**src/rtl/vga_ctrl_pkg.sv**
```systemverilog
// vga_ctrl_pkg: shared widths, decoder state type and control-register map for the VGA control path.
package vga_ctrl_pkg;
    localparam int DEC_FRAME_W = 8;
    localparam int DEC_ADDR_W  = 4;
    localparam int DEC_DATA_W  = 4;

    typedef enum logic {IDLE, PENDING} dec_state_t;

    // Control-register addresses carried in the frame's address field
    localparam logic [3:0] REG_CTRL     = 4'h0;
    localparam logic [3:0] REG_MODE     = 4'h1;
    localparam logic [3:0] REG_FG_COLOR = 4'h2;
    localparam logic [3:0] REG_BG_COLOR = 4'h3;
    localparam logic [3:0] REG_CURSOR_X = 4'h4;
    localparam logic [3:0] REG_CURSOR_Y = 4'h5;
endpackage

```
**src/rtl/edge_detect_rise.sv**
```systemverilog
// edge_detect_rise: one-cycle rising-edge strobe from a level, using a registered history bit.
module edge_detect_rise (
    input  logic clk,
    input  logic rst_n,
    input  logic sig_i,
    output logic rise_o
);
    logic sig_q;

    always_ff @(posedge clk or negedge rst_n)
        if (!rst_n) sig_q <= 1'b0;
        else        sig_q <= sig_i;

    assign rise_o = sig_i & ~sig_q;
endmodule

```
**src/rtl/address_decoder.sv**
```systemverilog
// address_decoder: splits a received frame into address/data and holds it valid until acked,
// flagging frames dropped while one is still pending.
module address_decoder
    import vga_ctrl_pkg::*;
#(
    parameter int FRAME_W = DEC_FRAME_W,
    parameter int ADDR_W  = DEC_ADDR_W,
    parameter int DATA_W  = DEC_DATA_W
) (
    input  logic               clk,
    input  logic               rst,
    input  logic [FRAME_W-1:0] frame,
    input  logic               frame_valid,
    input  logic               ack,
    output logic [ADDR_W-1:0]  address,
    output logic [DATA_W-1:0]  data,
    output logic               valid,
    output logic               overrun
);
    dec_state_t        state_q, state_d;
    logic [ADDR_W-1:0] addr_q, addr_d;
    logic [DATA_W-1:0] data_q, data_d;
    logic              overrun_q, overrun_d;
    logic              new_frame, capture;

    edge_detect_rise u_fv_edge (
        .clk    (clk),
        .rst_n  (rst),
        .sig_i  (frame_valid),
        .rise_o (new_frame)
    );

    // A pending frame can only be replaced when the same edge also acknowledges it
    always_comb begin
        capture   = new_frame & ((state_q == IDLE) | ack);
        addr_d    = capture ? frame[FRAME_W-1 -: ADDR_W] : addr_q;
        data_d    = capture ? frame[DATA_W-1:0] : data_q;
        state_d   = (state_q == IDLE) ? (new_frame ? PENDING : IDLE)
                                      : ((ack & ~new_frame) ? IDLE : PENDING);
        overrun_d = (state_q == PENDING) & new_frame & ~ack;
    end

    always_ff @(posedge clk or negedge rst) begin
        if (!rst) begin
            state_q   <= IDLE;
            addr_q    <= '0;
            data_q    <= '0;
            overrun_q <= 1'b0;
        end else begin
            state_q   <= state_d;
            addr_q    <= addr_d;
            data_q    <= data_d;
            overrun_q <= overrun_d;
        end
    end

    assign address = addr_q;
    assign data    = data_q;
    assign valid   = (state_q == PENDING);
    assign overrun = overrun_q;
endmodule

```
**config.mk**
```make
export PLATFORM = sky130hd
export DESIGN_NAME = address_decoder
export DESIGN_NICKNAME = d
export VERILOG_FILES = /design/src/rtl/vga_ctrl_pkg.sv /design/src/rtl/edge_detect_rise.sv /design/src/rtl/address_decoder.sv
export SDC_FILE = /design/constraint.sdc
export NUM_CORES = 1
export LEC_CHECK = 0
export BUFFER_PORTS_ARGS = -buffer_cell sky130_fd_sc_hd__buf_2
export CORE_AREA = 2 2 39 41
export CTS_BUF_LIST = sky130_fd_sc_hd__clkbuf_4
export DETAILED_ROUTE_END_ITERATION = 8
export DIE_AREA = 0 0 41 43
export PLACE_DENSITY = 0.66
export SLEW_MARGIN = 10
export SYNTH_ARGS = -nofsm -noshare
export SYNTH_HDL_FRONTEND = slang
export SYNTH_SLANG_ARGS = --single-unit
```
**constraint.sdc**
```tcl
create_clock -name clk -period 2.55 [get_ports clk]
set_clock_uncertainty 0.1 [all_clocks]
set_input_delay 0.6375 -clock clk [delete_from_list [all_inputs] [get_ports clk]]
set_output_delay 0.6375 -clock clk [all_outputs]
set_load 0.02 [all_outputs]
```
# ---- Yosys cells after proc, flatten, opt, wreduce, memory -nomap -nowiden
# Cells that the tools add are included.
dict set report word_totals {
  regBits 11
  latch_bits 0
  mem_bits_rw 0
  rom_bits 0
  input_bits 12
  out_inout_bits 10
  word_cells 18
  mem_count 0
}
dict set report op_classes {
  addsub 0
  multipliers 0
  div 0
  n_lt_le_gt_ge 0
  eq_ne 0
  n_shift 0
  muxes 3
  bitwise 10
  n_reduce_logical 0
}
# operator n
set ops {}
lappend ops {{$and 1x1->1} 5}
lappend ops {{$not 1->1} 4}
lappend ops {{$mux 1} 3}
lappend ops {{$or 1x1->1} 1}

# ---- Depth between registers and ports, before layout
dict set report logic_depth {
  ltp_word 6
  ltp_mapped 4
  depth_no_buf 3
}

# ---- Modules after synthesis
# Synthesis repeated with hierarchy kept, for this count alone.
dict set report hier_totals {
  cells_unflattened 25
  hier_area_um2 445.4
}
# mod instances cells_per_inst area_per_inst_um2 seq_area_each_um2
set by_module_without_submodules {}
lappend by_module_without_submodules {address_decoder 1 23 406.6 250.2}
lappend by_module_without_submodules {edge_detect_rise 1 2 38.8 25.0}

# ---- Worst setup path before layout
# OpenSTA, ideal clock, no wires.
dict set report synth_timing {
  kind {input -> register}
  start {input ack}
  end {register addr_q[0] (netlist: address[0])}
  setup_time_ns 0.125
  arrival_ns 1.308
  required_time_ns 2.325
  setup_slack_ns 1.016
  stages 4
  path_buffers 1
  path_cell_list {nand2b_4 nor2b_4 buf_6 mux2_4}
}
dict set report synth_between {
  elab_chain_cells 2
}
# element line_no
set synth_rtl {}
lappend synth_rtl {{start, declared} address_decoder.sv:14} ;# input logic ack,
lappend synth_rtl {{$or 1x1->1} address_decoder.sv:35} ;# capture = new_frame & ((state_q == IDLE) | ack);
lappend synth_rtl {{$and 1x1->1} address_decoder.sv:35}
lappend synth_rtl {{end signal, assigned} address_decoder.sv:51} ;# addr_q <= addr_d;
lappend synth_rtl {{end, declared} address_decoder.sv:21} ;# logic [ADDR_W-1:0] addr_q, addr_d;
# No other way between the ends.
# A chain may end at the register's enable or synchronous reset.

# ---- Final worst setup path
dict set report layout_timing {
  start {register state_q (netlist: valid)}
  end {output valid}
}
# element line_no
set layout_lines {}
lappend layout_lines {{start, declared} address_decoder.sv:20} ;# dec_state_t state_q, state_d;
lappend layout_lines {{start signal, assigned} address_decoder.sv:50} ;# state_q <= state_d;
lappend layout_lines {{end, declared} address_decoder.sv:17} ;# output logic valid,
# No word-level cell between the ends.

==> metrics.cfg <==
[layout]
nets = 62
area_delta_synth_final_pct = 31.6
fin_cells = 65
mostFrequentLayoutCell = buf_2
drive_gt1_share_pct = 73.5
n_antenna_cell = 0
layout_common_cells = buf_2 (21), dfrtp_1 (11), mux2_4 (8)

[clocking]
cts-buffers-inserted = 3
cts_tree = done
cts_root_buf = clkbuf_4
hold_buffers = 0
clock_sinks = 11
htreeDepth = 1
clock_path_buffers = 2
cts_setup_buffers = 0
ctsResizeCount = 0
worstSkewPairLatency_ns = 0.26
clk_pin_slew_ns = 0.07

[synth]
syn-mean-instance-area_um2 = 18.2
yosys-top-cells-area = dfrtp_1 (60%), mux2_4 (26%), nand2b_4 (6.0%)
ys_warn_count = 0
synth_top_area_share_pct = 60.4
yosysTopAreaCell = dfrtp_1
synthCells = 25
netlist_area_um2 = 455
ys_seq_elements = 11
syn_nets = 37
synth_cell_types = 7
synth-seq-area-share_pct = 60.4

[worst_setup_path]
setup.worst_path.end_class = primary output
cp.arrival_ns = 0.84
cpMaxStageDelayCell = dfrtp_1
critical_path_class = flip-flop to primary output
rr_endpoint = address[3]
worstPathCellList = buf_2
rr_startpoint = valid
path_buf_inv = 1
slowest_delay_ns = 0.41
reg2regPathDepth = 3
critPathLaunchType = flip-flop
path_delay_family = flip-flops
r2r_setup_slack_ns = 1.17
worstPathMaxFanout = 2
required_ns = 1.81
path_depth = 1

[timing]
tns_ns = 0
slew_headroom_pct = 77.4
rsz0062_at_grt = false
finalSetupViolCount = 0
period_needed_ns = 1.58
max_freq_mhz = 634
finalHoldViolations = 0
worst-slew-pin-transition_ns = 0.339
period_share_pct = 61.8
drv_slew = 0

[detailed_routing]
route.detailed.drc = 0
post_drt_wl_per_cell_um = 11.7
vias = 286
routed_wl_um = 760
first_pass_iters = 3
ant_nets = 0
via_per_inst = 4.40
drt_iter0_markers = 4

[min_path]
hp-class = primary input to async pin

[global_route]
grt_pass1_wl_mm = 1.20
antenna_found_initial = 0
grt_usage_pct = 10.9
grt_max_degree = 12
grt_pass1_vias = 272
grt-ovfl-total = 0

[floorplan]
dieArea_mm2 = 0.00176
design.core.area_mm2 = 0.00138
io_pins = 22
dieHeight_um = 43
initial_core_util_pct = 32.9
die_width_um = 41
rows = 14

[power_and_ir_drop]
power.density_mw_per_mm2 = 764
peakVddDrop_mv = 0.235
p_leak_uw = 0.000325

[place]
placedCellCount = 61
portBuffers = 21
gp_congestion = 0.614
place_hpwl_um = 592

[job]
drv_cap = 0

[status]
run_status = complete, no violations

==> sequential cells by signal, summed over array words and instances (netlist names) <==
register / count
address: 4
u_fv_edge.sig_q: 1
data: 4
overrun: 1
valid: 1
==> per-layer routing <==
layer | GRT usage [%] | vias to the layer above | part of all wire [%]
met5 | 0 | - | 0
met4 | 10.0 | 0 | 0
met3 | 4.71 | 0 | 5.0
met2 | 13.1 | 9 | 51
met1 | 13.9 | 148 | 44
li1 | - | 129 | -
==> cells by family (layout without fill, tap and decap cells) <==
group,count (synthesis),in the layout,share of synthesized area [%]
mux,8,8,26.4
flops,11,11,60.4
simple gates,5,5,10.7
buf+inv,1,25,2.47
==> synth_stat cells <==
library cell  number
buf_6              1
mux2_4             8
dfrtp_1           11
nand2b_4           2
nand2_1            1
nor2_1             1
nor2b_4            1
==> power breakdown <==
part	leakage (uW)	internal, uW	total, uW	switching (uW)
sequential	0.000131	201	215	14.3
clock	0.0000184	71.0	124	53.5
combinational	0.000175	59.9	119	58.7
==> layout make-up <==
cell class	instances	area [um2]
Fill cell	137	785
Sequential cell	11	275
Multi-Input combinational cell	13	169
Timing Repair Buffer	21	105
Clock buffer	4	30.0
Tap cell	16	20.0
==> worst max-delay path by stage <==
stage	slack, ns	to	start
2_1_floorplan	1.02	address[0]	ack
3_3_place_gp	0.84	address[1]	ack
3_5_place_dp	0.82	data[3]	ack
4_1_cts	0.95	valid	valid
5_1_grt	0.92	valid	valid
6_report	0.97	valid	valid
==> worst register-to-register path: stages (launching register included) <==
cell,delay [ns]
dfrtp_1,0.41
nand2b_4,0.09
nor2b_4,0.34
mux2_4,0.34
==> metrics by stage <==
step	power (uW)	hold slack, ns	area [um2]	utilization, %	setup WS, ns
2_1_floorplan	297	0.242	455	-	1.02
3_3_place_gp	337	0.396	569	41.1	0.839
3_5_place_dp	338	0.397	569	41.1	0.817
4_1_cts	466	0.127	599	43.3	0.954
5_1_grt	493	0.121	599	43.3	0.923
6_report	458	0.128	599	43.3	0.973
Note: power is estimated with default switching activity, not from simulation.
